**config.mk**
```make
export PLATFORM = sky130hd
export DESIGN_NAME = ex_mem_pipe
export DESIGN_NICKNAME = d
export VERILOG_FILES = /design/src/rtl/ex_mem_pipe.sv
export SDC_FILE = /design/constraint.sdc
export NUM_CORES = 1
export LEC_CHECK = 0
export ABC_AREA = 1
export BUFFER_PORTS_ARGS = -buffer_cell sky130_fd_sc_hd__buf_2
export CORE_MARGIN = 8
export CORE_UTILIZATION = 40
export CTS_BUF_LIST = sky130_fd_sc_hd__clkbuf_16
export CTS_CLUSTER_SIZE = 28
export DETAILED_ROUTE_END_ITERATION = 8
export GPL_TIMING_DRIVEN = 1
export PLACE_DENSITY = 0.79
export SLEW_MARGIN = 20
export SYNTH_ARGS = -nofsm -noshare
export SYNTH_HDL_FRONTEND = slang
export SYNTH_SLANG_ARGS = --single-unit
```
**constraint.sdc**
```tcl
create_clock -name clk_i -period 1.1 [get_ports clk_i]
set_input_delay 0.11 -clock clk_i [delete_from_list [all_inputs] [get_ports clk_i]]
set_output_delay 0.11 -clock clk_i [all_outputs]
set_load 0.02 [all_outputs]
```
**src/rtl/ex_mem_pipe.sv**
```systemverilog
// EX/MEM pipeline register with branch resolution, PC redirect, front-end flush and EX bubble.
// Optional taken/bubble counters are built when EX_MEM_BRANCH_STATS_EN is defined.
module ex_mem_pipe (
  input  logic        clk_i,
  input  logic        rst_i,
  input  logic        valid_i,
  input  logic [31:0] alu_result_i,
  input  logic        alu_zero_i,
  input  logic [31:0] rt_data_i,
  input  logic [4:0]  write_reg_i,
  input  logic        reg_write_i,
  input  logic        mem_read_i,
  input  logic        mem_write_i,
  input  logic        mem_to_reg_i,
  input  logic        branch_i,
  input  logic [31:0] branch_target_i,
  input  logic        stall_i,
  output logic        valid_o,
  output logic [31:0] alu_result_o,
  output logic [31:0] rt_data_o,
  output logic [4:0]  write_reg_o,
  output logic        reg_write_o,
  output logic        mem_read_o,
  output logic        mem_write_o,
  output logic        mem_to_reg_o,
  output logic        pc_src_o,
  output logic [31:0] branch_target_o,
`ifdef EX_MEM_BRANCH_STATS_EN
  output logic [15:0] taken_cnt_o,
  output logic [15:0] bubble_cnt_o,
`endif
  output logic        flush_o
);

  typedef enum logic [0:0] {StRun, StRedir} state_e;

  state_e state_q, state_d;

  logic        take;
  logic        valid_q, valid_d;
  logic [31:0] alu_result_q, alu_result_d;
  logic [31:0] rt_data_q, rt_data_d;
  logic [4:0]  write_reg_q, write_reg_d;
  logic        reg_write_q, reg_write_d;
  logic        mem_read_q, mem_read_d;
  logic        mem_write_q, mem_write_d;
  logic        mem_to_reg_q, mem_to_reg_d;
  logic [31:0] branch_target_q, branch_target_d;

  assign take = valid_i & branch_i & alu_zero_i;

  // State register
  always_ff @(posedge clk_i) begin
    if (!rst_i) begin
      state_q <= StRun;
    end else begin
      state_q <= state_d;
    end
  end

  // Next-state logic; a branch sitting in the bubble slot cannot chain a redirect
  always_comb begin
    state_d = state_q;
    if (!stall_i) begin
      unique case (state_q)
        StRun:   state_d = take ? StRedir : StRun;
        StRedir: state_d = StRun;
        default: state_d = StRun;
      endcase
    end
  end

  // Output logic
  always_comb begin
    pc_src_o = 1'b0;
    flush_o  = 1'b0;
    if (state_q == StRedir) begin
      pc_src_o = 1'b1;
      flush_o  = 1'b1;
    end
  end

  // Datapath next-state: stall holds, redirect inserts a bubble, otherwise capture
  always_comb begin
    valid_d         = valid_q;
    alu_result_d    = alu_result_q;
    rt_data_d       = rt_data_q;
    write_reg_d     = write_reg_q;
    reg_write_d     = reg_write_q;
    mem_read_d      = mem_read_q;
    mem_write_d     = mem_write_q;
    mem_to_reg_d    = mem_to_reg_q;
    branch_target_d = branch_target_q;
    if (!stall_i) begin
      alu_result_d = alu_result_i;
      rt_data_d    = rt_data_i;
      write_reg_d  = write_reg_i;
      if (state_q == StRedir) begin
        valid_d      = 1'b0;
        reg_write_d  = 1'b0;
        mem_read_d   = 1'b0;
        mem_write_d  = 1'b0;
        mem_to_reg_d = 1'b0;
      end else begin
        valid_d      = valid_i;
        reg_write_d  = reg_write_i & valid_i;
        mem_read_d   = mem_read_i & valid_i;
        mem_write_d  = mem_write_i & valid_i;
        mem_to_reg_d = mem_to_reg_i & valid_i;
        if (take) begin
          branch_target_d = branch_target_i;
        end
      end
    end
  end

  always_ff @(posedge clk_i) begin
    if (!rst_i) begin
      valid_q         <= 1'b0;
      alu_result_q    <= 32'h0;
      rt_data_q       <= 32'h0;
      write_reg_q     <= 5'h0;
      reg_write_q     <= 1'b0;
      mem_read_q      <= 1'b0;
      mem_write_q     <= 1'b0;
      mem_to_reg_q    <= 1'b0;
      branch_target_q <= 32'h0;
    end else begin
      valid_q         <= valid_d;
      alu_result_q    <= alu_result_d;
      rt_data_q       <= rt_data_d;
      write_reg_q     <= write_reg_d;
      reg_write_q     <= reg_write_d;
      mem_read_q      <= mem_read_d;
      mem_write_q     <= mem_write_d;
      mem_to_reg_q    <= mem_to_reg_d;
      branch_target_q <= branch_target_d;
    end
  end

  assign valid_o         = valid_q;
  assign alu_result_o    = alu_result_q;
  assign rt_data_o       = rt_data_q;
  assign write_reg_o     = write_reg_q;
  assign reg_write_o     = reg_write_q;
  assign mem_read_o      = mem_read_q;
  assign mem_write_o     = mem_write_q;
  assign mem_to_reg_o    = mem_to_reg_q;
  assign branch_target_o = branch_target_q;

`ifdef EX_MEM_BRANCH_STATS_EN
  logic [15:0] taken_cnt_q, taken_cnt_d;
  logic [15:0] bubble_cnt_q, bubble_cnt_d;

  // Saturating event counters
  always_comb begin
    taken_cnt_d  = taken_cnt_q;
    bubble_cnt_d = bubble_cnt_q;
    if (!stall_i && state_q == StRun && take && taken_cnt_q != 16'hFFFF) begin
      taken_cnt_d = taken_cnt_q + 16'd1;
    end
    if (!stall_i && state_q == StRedir && bubble_cnt_q != 16'hFFFF) begin
      bubble_cnt_d = bubble_cnt_q + 16'd1;
    end
  end

  always_ff @(posedge clk_i) begin
    if (!rst_i) begin
      taken_cnt_q  <= 16'h0;
      bubble_cnt_q <= 16'h0;
    end else begin
      taken_cnt_q  <= taken_cnt_d;
      bubble_cnt_q <= bubble_cnt_d;
    end
  end

  assign taken_cnt_o  = taken_cnt_q;
  assign bubble_cnt_o = bubble_cnt_q;
`endif

endmodule
```
After elaboration in Yosys (flattened, before gate mapping)
Cells that the tools add are included.

word-level totals
  bits of input ports = 111
  word-level logic and storage cells = 27
  flip-flop bits (word level) = 107
  output and inout port bits = 108

operators by class
  bitwise gates (word level) = 8
  muxes and demuxes = 8
  reduce and logical (&&, ||, !) cells = 1

operators with widths
  kind              number
  $mux 1            7
  $and 1x1->1       6
  $reduce_and 3->1  1
  $not 1->1         2
  $pmux 1 s2        1

Logic depth before layout (Yosys ltp)
Gate-level depths: netlist of run 1.

  depth after elaboration = 4
  gate-level depth with buffers = 7
  mapped depth without buffers = 5

Worst setup path before layout of run 1
Ideal clock, no wire load.

  path type = register to register
  from = register state_q
  to = register branch_target_q[10] (netlist: branch_target_o[10])
  period minus slack after synthesis = 1.216 ns
  setup slack = -0.116 ns
  stages on the path, launching flop included = 7
  arrival time = 1.103 ns
  path through = dfxtp_1 > inv_1 > nand2_4 > nor2_8 > buf_6 > nor2_1 > nor2_1

between the ends
  longest elaborated chain between the ends = 2

RTL lines
  item                               RTL line  source
  start, declared                    37        state_e state_q, state_d;
  start signal, assigned             55        state_q <= StRun;
  start signal, assigned             57        state_q <= state_d;
  $not 1->1 (no source line)         -
  $reduce_and 3->1 (no source line)  -
  end signal, assigned               137       branch_target_q <= branch_target_d;
  end, declared                      48        logic [31:0] branch_target_q, branch_target_d;

No other way between the ends.
A chain may end at the register's enable or synchronous reset.

Worst setup path in the final report of run 1
  from = register state_q
  to = register branch_target_q[11] (netlist: branch_target_o[11])

The elaborated chain is that of the path after synthesis.

==> Implementation_results.wiki, run 1 <==
{| class="wikitable"
! Metric !! Value
|-
| Sum of routed wire length over all layers || 12300 um
|-
| Part of the cycle the worst path needs || 97.6%
|-
| Setup crit end kind || flop
|-
| Highest clock rate || 932 MHz
|-
| CP max FO || 27
|-
| Setup Crit Path Kind || reg2reg
|-
| Max-cap check violation count || 0
|-
| Least-Margin Pin Slew || 0.507 ns
|-
| Critical Path, Cell by Cell || buf_4, nor2_8, buf_12, nand3_1, nand2_1, nor2_1
|-
| Largest net degree at the start of global routing || 56
|-
| CP max-delay cell || sky130_fd_sc_hd__dfxtp_4
|-
| Detail-routed net length per standard cell || 13.7 um
|-
| Antenna violations before repair || 0
|-
| Core area || 0.00977 mm2
|-
| Min Tclk post-route || 1.07 ns
|-
| Portion of the post-synthesis area used by sequential elements || 53.3%
|-
| Cells taking the most area after synthesis || sky130_fd_sc_hd__dfxtp_1, sky130_fd_sc_hd__nor2_1, sky130_fd_sc_hd__o21ai_0
|-
| Vertical die dimension || 116 um
|-
| Die Width || 116 um
|-
| Clock transition at path regs || 0.08 ns
|-
| Unrepaired setup endpoints after global routing || true
|-
| Number of DRC violations after detailed-routing iteration 0 || 313
|-
| Via count || 4067
|-
| Utilization after layout || 58.6%
|-
| Synthesis warning total || 0
|-
| Buffer depth of the longest clock path || 2
|-
| Clock H-tree levels || 3
|-
| Max-slew violation count || 0
|-
| Critical path required time || 1.34 ns
|-
| Net count after synthesis || 649
|-
| Detailed placer's ending HPWL || 8970 um
|-
| Total grt overflow || 0
|-
| Worst min-delay path class || in2reg
|-
| Number of synthesized register bits || 107
|-
| TritonCTS Sinks || 107
|-
| Final Net Count || 870
|-
| Final weighted congestion of routability-driven global placement || 0.777
|-
| Most frequent standard cell in the layout excluding fill and tap cells || sky130_fd_sc_hd__buf_2
|-
| Average vias per placed instance || 4.53
|-
| Post-Synthesis Cell Area || 0.00402 mm2
|-
| Startpoint types || flop
|-
| Master cell of the clock root buffer || sky130_fd_sc_hd__clkbuf_16
|-
| Synthesized area per cell || 7.47 um2
|-
| Endpoints failing setup || 0
|-
| Post-Syn Instances || 538
|-
| Aggregate negative setup slack || 0 ns
|-
| Wire length of the first global-routing pass || 18900 um
|-
| Site Rows || 36
|-
| Worst clock skew || 0.0110 ns
|-
| GRT Util Overall || 17.5%
|-
| Fill cell instance count of the final layout || 929
|-
| P per Cell Area || 1540 mW/mm2
|-
| TritonCTS clock tree || yes
|-
| Post-route DRC || 0
|-
| Overall die area || 0.0135 mm2
|-
| Run status || finished, final reports clean
|-
| Area Growth Syn to Fin || 42.5%
|-
| Boundary pin count || 219
|-
| Max-slew headroom || 66.2%
|-
| Antenna-violating nets left || 0
|-
| VDD IR-drop max || 750 uV
|-
| Via count of the first global-routing pass || 3863
|-
| Most frequent cells in the layout || sky130_fd_sc_hd__buf_2, sky130_fd_sc_hd__nor2_1, sky130_fd_sc_hd__dfxtp_1
|-
| Crit path DAT || 1.31 ns
|-
| Area share of the leading cell type in the synthesized netlist || 53.3%
|-
| Diode count || 0
|-
| Maximum cell stage delay along the critical path || 0.34 ns
|-
| Starting density of the core || 41.1%
|-
| Number of buffers added by the clock tree synthesis step || 9
|-
| Router iterations before antenna repair || 4
|-
| Biggest area consumer among synthesized cells || sky130_fd_sc_hd__dfxtp_1
|-
| Hold violation count in the final report || 0
|-
| Distinct cell type count after synthesis || 18
|-
| Cell leakage power || 0.00301 uW
|-
| Insertion delay to the later sink of the worst-skew pair || 0.34 ns
|-
| IO Port Bufs || 218
|-
| Fraction of final layout cells sized beyond drive strength 1 || 33.5%
|}
## critical path, delay by kind of cell, from the launching register on
kind / cells / cell delay [ns]
flops: 1 / 0.34
buf+inv: 2 / 0.32
simple gates: 4 / 0.32
## what timing repair did
item | 4_1_cts | 5_1_grt
endpoints found under the hold margin | 13 | 0
endpoints found under the setup margin | 2 | 16
gates cloned | 0 | 0
resized for setup | 3 | 2
hold buffers | 13 | 0
setup buffers | 1 | 0
## registers in the layout, indices dropped and copies added (netlist names), 5 cells and up
register and cells:
alu_result_o 32, branch_target_o 32, rt_data_o 32, write_reg_o 5
## per-layer routing
layer	vias to the layer above	track usage, %	routed length, um
met5	-	0	0
met4	0	4.58	123
met3	10	9.10	1670
met2	173	27.4	5350
met1	1778	20.5	5120
li1	2106	-	-
## final cells by class
| cell class | instances | area, um2 | share of cell area [%] |
|---|---|---|---|
| flip-flops and latches | 107 | 2150 | 37.4 |
| multi-input cells | 358 | 1540 | 26.8 |
| repair buffers | 246 | 1440 | 25.2 |
| clock buffers | 9 | 225 | 3.93 |
| well taps | 133 | 166 | 2.90 |
| inverters | 37 | 141 | 2.47 |
| clock inverters | 7 | 73.8 | 1.29 |
## cells by family after synthesis
kind of cell	count (synthesis)	synth area share, %
compound gates	75	9.33
simple gates	283	28.7
flops	107	53.3
buf+inv	73	8.65
## where the power goes
part,switching [uW],internal [uW],total [uW]
combinational,834,551,1380
clock,1440,1780,3220
sequential,107,4090,4200
## cell usage after synthesis
library cell and instances:
sky130_fd_sc_hd__a21oi_1 6, sky130_fd_sc_hd__buf_1 3, sky130_fd_sc_hd__buf_2 10, sky130_fd_sc_hd__buf_4 5, sky130_fd_sc_hd__buf_6 5, sky130_fd_sc_hd__clkbuf_1 11, sky130_fd_sc_hd__clkbuf_2 2, sky130_fd_sc_hd__dfxtp_1 107
sky130_fd_sc_hd__inv_1 36, sky130_fd_sc_hd__inv_4 1, sky130_fd_sc_hd__nand2_1 40, sky130_fd_sc_hd__nand2_4 1, sky130_fd_sc_hd__nand3_1 36, sky130_fd_sc_hd__nand3_2 1, sky130_fd_sc_hd__nor2_1 202, sky130_fd_sc_hd__nor2_2 1
sky130_fd_sc_hd__nor2_8 2, sky130_fd_sc_hd__o21ai_0 69
## per-stage QoR
stage	setup WS, ns	hold WS (ns)	cells	instance area (um2)	total power, uW
after floorplan	0.0475	0.253	538	4020	5060
after global placement	0.0356	0.343	867	5280	5610
after detailed placement	0.0161	0.350	867	5280	5640
after CTS	0.0167	0.000187	897	5720	8900
after global routing	-0.0310	0.00816	897	5730	9240
final	0.0265	0.00566	897	5730	8800
## worst paths after layout
path / start / to / slack (ns) / cells after the start
max: state_q$_SDFFE_PN0N_ / branch_target_o[11]$_SDFFE_PN0P_ / 0.03 / 6
min: alu_result_i[11] / alu_result_o[11]$_SDFFE_PN0N_ / 0.006 / 3
max reg2reg: state_q$_SDFFE_PN0N_ / branch_target_o[11]$_SDFFE_PN0P_ / 0.03 / 6
min reg2reg: mem_read_o$_SDFFE_PN0N_ / mem_read_o$_SDFFE_PN0N_ / 0.47 / 2
Note: power is estimated with default switching activity, not from simulation.
==> run 2: changes to the inputs <==
Settings changed: BUFFER_PORTS_ARGS -buffer_cell sky130_fd_sc_hd__buf_2 to not set, DONT_BUFFER_PORTS set to 1, GPL_TIMING_DRIVEN 1 to not set, PLACE_DENSITY 0.79 to 0.59.
==> run 2 against run 1 <==
Net effect: the run now ends with negative hold slack left; combinational power down 31%; sequential share of layout area up 1.1 points; critical path depth is 3 lower; sequential power is 7.6% higher; first-iteration DRC count decreased by 5.4%; flip-flop and latch count unchanged; clock-buffer cell count stayed put; cell area fell by 2.9%; routed wire length grew 4.0%; largest cell class unchanged; highest routed layer unchanged.
==> Implementation_results.wiki, run 2 (same netlist as run 1, synthesis figures left out) <==
{| class="wikitable"
! Metric !! Value
|-
| VDD IR-drop max || 759 uV (was 750 uV)
|-
| Boundary pin count || 219 (unchanged)
|-
| Sum of routed wire length over all layers || 12800 um (was 12300 um)
|-
| Worst clock skew || 0.00542 ns (was 0.0110 ns)
|-
| Most frequent standard cell in the layout excluding fill and tap cells || sky130_fd_sc_hd__nor2_1 (was sky130_fd_sc_hd__buf_2)
|-
| Wire length of the first global-routing pass || 18700 um (was 18900 um)
|-
| Fill cell instance count of the final layout || 892 (was 929)
|-
| Via count || 3804 (was 4067)
|-
| Diode count || 0 (unchanged)
|-
| Detail-routed net length per standard cell || 16.5 um (was 13.7 um)
|-
| Number of DRC violations after detailed-routing iteration 0 || 296 (was 313)
|-
| Site Rows || 36 (unchanged)
|-
| Final Net Count || 748 (was 870)
|-
| Fraction of final layout cells sized beyond drive strength 1 || 6.39% (was 33.5%)
|-
| Total grt overflow || 0 (unchanged)
|-
| P per Cell Area || 1550 mW/mm2 (was 1540 mW/mm2)
|-
| Average vias per placed instance || 4.91 (was 4.53)
|-
| Min Tclk post-route || 1.05 ns (was 1.07 ns)
|-
| Core area || 0.00977 mm2 (unchanged)
|-
| GRT Util Overall || 17.7% (was 17.5%)
|-
| Total buffers and inverters traversed by the critical path || 1 (was 2)
|-
| Worst min-delay path class || in2reg (unchanged)
|-
| Max-slew violation count || 0 (unchanged)
|-
| Max-slew headroom || 66.6% (was 66.2%)
|-
| Most frequent cells in the layout || sky130_fd_sc_hd__nor2_1, sky130_fd_sc_hd__dfxtp_1, sky130_fd_sc_hd__dlygate4sd3_1 (was sky130_fd_sc_hd__buf_2, sky130_fd_sc_hd__nor2_1, sky130_fd_sc_hd__dfxtp_1)
|-
| Antenna-violating nets left || 0 (unchanged)
|-
| Antenna violations before repair || 0 (unchanged)
|-
| Number of buffers added by the clock tree synthesis step || 9 (unchanged)
|-
| Clock H-tree levels || 3 (unchanged)
|-
| Least setup slack across all paths after layout || 0.0502 ns (was 0.0265 ns)
|-
| Endpoints failing setup || 0 (unchanged)
|-
| IO Port Bufs || 0 (was 218)
|-
| Run status || finished, violations left (was finished, final reports clean)
|-
| Master cell of the clock root buffer || sky130_fd_sc_hd__clkbuf_16 (unchanged)
|-
| Source of the worst register-to-register timing path || state_q$_SDFFE_PN0N_ (unchanged)
|-
| Final weighted congestion of routability-driven global placement || 0.743 (was 0.777)
|-
| Critical path required time || 1.38 ns (was 1.34 ns)
|-
| Router iterations before antenna repair || 4 (unchanged)
|-
| Cell leakage power || 0.00239 uW (was 0.00301 uW)
|-
| Max-cap check violation count || 0 (unchanged)
|-
| TritonCTS Sinks || 107 (unchanged)
|-
| Crit path DAT || 1.33 ns (was 1.31 ns)
|-
| Violations in the final reports || negative hold slack
|-
| Largest net degree at the start of global routing || 78 (was 56)
|-
| Overall die area || 0.0135 mm2 (unchanged)
|-
| Setup Crit Path Kind || in2reg (was reg2reg)
|-
| Via count of the first global-routing pass || 3761 (was 3863)
|-
| Setup crit end kind || flop (unchanged)
|-
| Launch instance of the worst min-delay path || stall_i (was alu_result_i[11])
|-
| CP max FO || 67 (was 27)
|-
| Part of the cycle the worst path needs || 95.4% (was 97.6%)
|-
| Kind of cell adding the most delay to the critical path || buffers and inverters (was flip-flops)
|-
| Starting density of the core || 41.1% (unchanged)
|-
| Post-placement worst setup slack || 0.0729 ns (was 0.0161 ns)
|-
| Area Growth Syn to Fin || 38.3% (was 42.5%)
|-
| Unrepaired setup endpoints after global routing || false (was true)
|-
| Aggregate negative setup slack || 0 ns (unchanged)
|-
| Launch point of the critical path || stall_i (was state_q$_SDFFE_PN0N_)
|-
| Die Width || 116 um (unchanged)
|-
| Hold Slack || -0.0120 ns (was 0.00566 ns)
|-
| TritonCTS clock tree || yes (unchanged)
|-
| Post-route DRC || 0 (unchanged)
|-
| Vertical die dimension || 116 um (unchanged)
|-
| Detailed placer's ending HPWL || 7760 um (was 8970 um)
|-
| Least-Margin Pin Slew || 0.500 ns (was 0.507 ns)
|-
| Total power || 8600 uW (was 8800 uW)
|-
| Buffer depth of the longest clock path || 2 (unchanged)
|-
| Highest clock rate || 953 MHz (was 932 MHz)
|-
| Placed cell area || 0.00418 mm2 (was 0.00528 mm2)
|-
| Clock transition at path regs || 0.07 ns (was 0.08 ns)
|-
| CP max-delay cell || sky130_fd_sc_hd__dlygate4sd3_1 (was sky130_fd_sc_hd__dfxtp_4)
|-
| Maximum cell stage delay along the critical path || 0.87 ns (was 0.34 ns)
|-
| Critical Path, Cell by Cell || dlygate4sd3_1, o21ai_0, nor2_1 (was buf_4, nor2_8, buf_12, nand3_1, nand2_1, nor2_1)
|-
| Hold violation count in the final report || 2 (was 0)
|-
| Startpoint types || input port (was flop)
|-
| Insertion delay to the later sink of the worst-skew pair || 0.34 ns (about the same)
|-
| Area of all placed cells without fillers || 0.00556 mm2 (was 0.00573 mm2)
|}
-- run 2: changes by cell type in the layout (fill, tap and decap cells not counted), moves of 2 or more --
cell and change:
sky130_fd_sc_hd__buf_12 -2, sky130_fd_sc_hd__buf_2 -216, sky130_fd_sc_hd__buf_4 +3, sky130_fd_sc_hd__clkinv_4 -2
sky130_fd_sc_hd__clkinvlp_4 +2, sky130_fd_sc_hd__dlygate4sd3_1 +91, sky130_fd_sc_hd__inv_6 -2
-- run 2: layout make-up --
type / count / area (um2) / area share [%]
Multi-Input combinational cell: 358 / 1530 / 27.5
Sequential cell: 107 / 2150 / 38.6
Clock inverter: 7 / 61.3 / 1.10
Tap cell: 133 / 166 / 2.99
Inverter: 37 / 141 / 2.54
Clock buffer: 9 / 225 / 4.05
Timing Repair Buffer: 124 / 1290 / 23.2
-- run 2: final timing paths --
| kind | endpoint | slack (ns) | cells past startpoint |
|---|---|---|---|
| hold / removal | alu_result_o[21]$_SDFFE_PN0N_ | -0.01 | 2 |
| hold reg to reg | mem_to_reg_o$_SDFFE_PN0N_ | 0.47 | 2 |
| setup / recovery | alu_result_o[20]$_SDFFE_PN0N_ | 0.05 | 3 |
| setup reg to reg | branch_target_o[4]$_SDFFE_PN0P_ | 0.07 | 6 |
-- run 2: worst register-to-register path, stage by stage (launching register included) --
cell and delay, ns:
sky130_fd_sc_hd__dfxtp_4 0.37, sky130_fd_sc_hd__inv_2 0.07, sky130_fd_sc_hd__nand2_4 0.06, sky130_fd_sc_hd__nor2_8 0.15, sky130_fd_sc_hd__clkbuf_16 0.18, sky130_fd_sc_hd__nor2_1 0.04
sky130_fd_sc_hd__nor2_1 0.10
-- run 2: what timing repair did --
item	4_1_cts	5_1_grt
setup buffers	0	0
hold buffers	100	5
hold endpoints to repair	107	11
resized for setup	0	4
setup endpoints to repair	0	13
-- run 2: where the power goes --
part           switching, uW  internal [uW]  total, uW
clock                   1390           1740       3130
combinational            434            525        958
sequential               418           4100       4520
-- run 2: layer usage --
metal | track usage, % | wire length [um]
met1 | 17.5 | 4710
met2 | 30.5 | 6160
met3 | 10.3 | 1730
met4 | 6.14 | 159
met5 | 0 | 0
-- run 2: metrics by stage --
| stage | hold slack (ns) | cells | utilization (%) |
|---|---|---|---|
| floorplan | 0.253 | 538 | - |
| global placement | 0.240 | 653 | 42.8 |
| detailed placement | 0.244 | 653 | 42.8 |
| CTS | -0.104 | 769 | 56.0 |
| global route | 0.00231 | 775 | 56.9 |
| finish | -0.0120 | 775 | 56.9 |
==> run 3: changes to the inputs <==
--- a/config.mk
+++ b/config.mk
@@ -9,3 +9,3 @@
 export CORE_MARGIN = 8
-export CORE_UTILIZATION = 40
+export CORE_UTILIZATION = 30
 export CTS_BUF_LIST = sky130_fd_sc_hd__clkbuf_16
@@ -14,3 +14,3 @@
 export DONT_BUFFER_PORTS = 1
-export PLACE_DENSITY = 0.59
+export PLACE_DENSITY = 0.48
 export SLEW_MARGIN = 20
==> constraint.sdc (replaced) <==
create_clock -name clk_i -period 1.1 [get_ports clk_i]
set_input_delay 0.275 -clock clk_i [delete_from_list [all_inputs] [get_ports clk_i]]
set_output_delay 0.275 -clock clk_i [all_outputs]
set_load 0.02 [all_outputs]
==> run 3 against run 2 <==
Net effect: the flow finishes with violations (negative setup slack); non-clock buffer count shrank 110; utilization shrank 21 points; die area increased by 28%; cell area decreased by 15%; worst setup slack got worse by 0.088 ns; largest cell class unchanged; sequential share of layout area up 9.4 points; hold slack gained 0.061 ns.
==> Implementation_results.wiki, run 3 (same netlist as run 1, synthesis figures left out) <==
{| class="wikitable"
! Metric !! Value
|-
| Run status || finished, violations left (unchanged)
|-
| Violations in the final reports || negative setup slack (was negative hold slack)
|-
| Least setup slack across all paths after layout || -0.0374 ns (was 0.0502 ns)
|-
| Antenna violations before repair || 2 (was 0)
|-
| Number of DRC violations after detailed-routing iteration 0 || 110 (was 296)
|-
| DR top layer || met5 (was met4)
|-
| Clock transition at path regs || 0.07 ns (about the same)
|-
| Average vias per placed instance || 4.64 (was 4.91)
|-
| End of the worst register-to-register path || branch_target_o[12]$_SDFFE_PN0P_ (was branch_target_o[4]$_SDFFE_PN0P_)
|-
| Startpoint types || flop (was input port)
|-
| Total buffers and inverters traversed by the critical path || 1 (unchanged)
|-
| Starting density of the core || 30.5% (was 41.1%)
|-
| Critical Path, Cell by Cell || buf_8 (was dlygate4sd3_1, o21ai_0, nor2_1)
|-
| Setup crit end kind || output pin (was flop)
|-
| Vertical die dimension || 132 um (was 116 um)
|-
| Count of hold-fix buffers inserted at cts || 0 (was 100)
|-
| Final cell count without fillers || 708 (was 775)
|-
| Crit path DAT || 0.86 ns (was 1.33 ns)
|-
| CP max-delay cell || sky130_fd_sc_hd__dfxtp_4 (was sky130_fd_sc_hd__dlygate4sd3_1)
|-
| Length of routed met2 wiring || 5490 um (was 6160 um)
|-
| Cell leakage power || 0.00201 uW (was 0.00239 uW)
|-
| Final Net Count || 638 (was 748)
|-
| Area of all placed cells without fillers || 0.00474 mm2 (was 0.00556 mm2)
|-
| CP max FO || 3 (was 67)
|-
| Boundary pin count || 219 (unchanged)
|-
| Metal-1 WL || 4460 um (was 4710 um)
|-
| Site Rows || 42 (was 36)
|-
| Maximum cell stage delay along the critical path || 0.38 ns (was 0.87 ns)
|-
| GRT Util Overall || 12.7% (was 17.7%)
|-
| VDD IR-drop max || 774 uV (was 759 uV)
|-
| Wire length of the first global-routing pass || 17800 um (was 18700 um)
|-
| Area Growth Syn to Fin || 17.9% (was 38.3%)
|-
| Footprint of the multi-input gates || 0.00155 mm2 (was 0.00153 mm2)
|-
| Largest net degree at the start of global routing || 103 (was 78)
|-
| Number of buffers added by the clock tree synthesis step || 9 (unchanged)
|-
| Router iterations before antenna repair || 4 (unchanged)
|-
| Via count || 3282 (was 3804)
|-
| Unrepaired setup endpoints after global routing || true (was false)
|-
| Max-slew violation count || 0 (unchanged)
|-
| Highest clock rate || 879 MHz (was 953 MHz)
|-
| TritonCTS Sinks || 107 (unchanged)
|-
| Min Tclk post-route || 1.14 ns (was 1.05 ns)
|-
| R2R Setup Slk || -0.01 ns (was 0.07 ns)
|-
| Post-route DRC || 0 (unchanged)
|-
| Insertion delay to the later sink of the worst-skew pair || 0.34 ns (about the same)
|-
| Number of gates on the worst path with buffers counted || 1 (was 3)
|-
| Met3 wirelength from detailed routing || 1560 um (was 1730 um)
|-
| # placed instances || 686 (was 653)
|-
| Placed cell area || 0.00416 mm2 (was 0.00418 mm2)
|-
| Worst min-delay path class || in2reg (unchanged)
|-
| Register area || 0.00228 mm2 (was 0.00215 mm2)
|-
| Die Width || 132 um (was 116 um)
|-
| Via count of the first global-routing pass || 3219 (was 3761)
|-
| Source of the worst register-to-register timing path || state_q$_SDFFE_PN0N_ (unchanged)
|-
| Fraction of final layout cells sized beyond drive strength 1 || 27.1% (was 6.39%)
|-
| Worst clock skew || 0.00457 ns (was 0.00542 ns)
|-
| Buffer depth of the longest clock path || 2 (unchanged)
|-
| Hold Crit Endpoint || branch_target_o[26]$_SDFFE_PN0P_ (was alu_result_o[21]$_SDFFE_PN0N_)
|-
| Fill cell instance count of the final layout || 1428 (was 892)
|-
| Part of the cycle the worst path needs || 103% (was 95.4%)
|-
| Worst reg2reg path depth || 6 (unchanged)
|-
| Kind of cell adding the most delay to the critical path || flip-flops (was buffers and inverters)
|-
| Overall die area || 0.0174 mm2 (was 0.0135 mm2)
|-
| Least-Margin Pin Slew || 0.316 ns (was 0.500 ns)
|-
| Antenna-violating nets left || 0 (unchanged)
|-
| Most frequent standard cell in the layout excluding fill and tap cells || sky130_fd_sc_hd__nor2_1 (unchanged)
|-
| P per Cell Area || 1770 mW/mm2 (was 1550 mW/mm2)
|-
| Detail-routed net length per standard cell || 16.5 um (about the same)
|-
| Critical path required time || 0.82 ns (was 1.38 ns)
|-
| Core area || 0.0132 mm2 (was 0.00977 mm2)
|-
| Diode count || 0 (unchanged)
|-
| Launch instance of the worst min-delay path || rst_i (was stall_i)
|-
| Endpoints failing setup || 4 (was 0)
|-
| TritonCTS clock tree || yes (unchanged)
|-
| IO Port Bufs || 0 (unchanged)
|-
| Most frequent cells in the layout || sky130_fd_sc_hd__nor2_1, sky130_fd_sc_hd__dfxtp_2, sky130_fd_sc_hd__o21ai_0 (was sky130_fd_sc_hd__nor2_1, sky130_fd_sc_hd__dfxtp_1, sky130_fd_sc_hd__dlygate4sd3_1)
|-
| Clock H-tree levels || 3 (unchanged)
|-
| Hold violation count in the final report || 0 (was 2)
|-
| Setup Crit Path Kind || reg2out (was in2reg)
|-
| Final weighted congestion of routability-driven global placement || 0.736 (was 0.743)
|-
| Total grt overflow || 0 (unchanged)
|-
| Max-cap check violation count || 0 (unchanged)
|-
| Detailed placer's ending HPWL || 8160 um (was 7760 um)
|-
| Sum of routed wire length over all layers || 11700 um (was 12800 um)
|-
| Max-slew headroom || 78.9% (was 66.6%)
|-
| Cell count of the worst hold path || 2 (unchanged)
|-
| Master cell of the clock root buffer || sky130_fd_sc_hd__clkbuf_16 (unchanged)
|}
-- run 3: changes by cell type in the layout (fill, tap and decap cells not counted), sizes merged --
cell         before  now
dlygate4sd3     104    0
clkbuf           10   12
buf              19   11
-- run 3: how the worst max path moves through the flow --
stage / from / slack, ns / to
after CTS: state_q$_SDFFE_PN0N_ / -0.09 / pc_src_o
after floorplan: state_q$_SDFFE_PN0N_ / 0.05 / branch_target_o[10]$_SDFFE_PN0P_
final: state_q$_SDFFE_PN0N_ / -0.04 / pc_src_o
after global routing: state_q$_SDFFE_PN0N_ / -0.08 / pc_src_o
after global placement: state_q$_SDFFE_PN0N_ / 0.08 / branch_target_o[18]$_SDFFE_PN0P_
after detailed placement: state_q$_SDFFE_PN0N_ / 0.04 / branch_target_o[22]$_SDFFE_PN0P_
-- run 3: layout make-up --
class | instances | area share, %
Multi-Input combinational cell | 358 | 32.7
Timing Repair Buffer | 14 | 5.30
Clock inverter | 7 | 1.58
Clock buffer | 9 | 4.75
Inverter | 37 | 2.98
Sequential cell | 107 | 48.0
Tap cell | 176 | 4.65
-- run 3: through the flow --
| step | util (%) | setup TNS [ns] | power [uW] | setup WS, ns | hold slack (ns) |
|---|---|---|---|---|---|
| 2_1_floorplan | - | 0 | 5060 | 0.0475 | 0.418 |
| 3_3_place_gp | 31.5 | 0 | 5130 | 0.0815 | 0.407 |
| 3_5_place_dp | 31.5 | 0 | 5160 | 0.0437 | 0.409 |
| 4_1_cts | 34.7 | -0.184 | 8490 | -0.0922 | 0.0174 |
| 5_1_grt | 35.9 | -1.62 | 8780 | -0.0771 | 0.0318 |
| 6_report | 35.9 | -0.0863 | 8380 | -0.0374 | 0.0488 |
-- run 3: what timing repair did --
item | in CTS | in global routing
pin swaps | 0 | 7
setup endpoints to repair | 90 | 47
buffers inserted | 0 | 1
gates cloned | 0 | 5
resized for setup | 91 | 21
-- run 3: layer usage --
layer | vias to the layer above | GRT usage, %
li1 | 1646 | -
met1 | 1465 | 13.2
met2 | 153 | 19.5
met3 | 14 | 8.50
met4 | 4 | 5.74
met5 | - | 0
-- run 3: power breakdown --
part	switching [uW]	total (uW)	internal [uW]	leakage, uW
Combinational	302	545	243	0.000953
Sequential	445	4590	4150	0.000920
Clock	1460	3240	1780	0.000140
Total	2210	8380	6170	0.00201
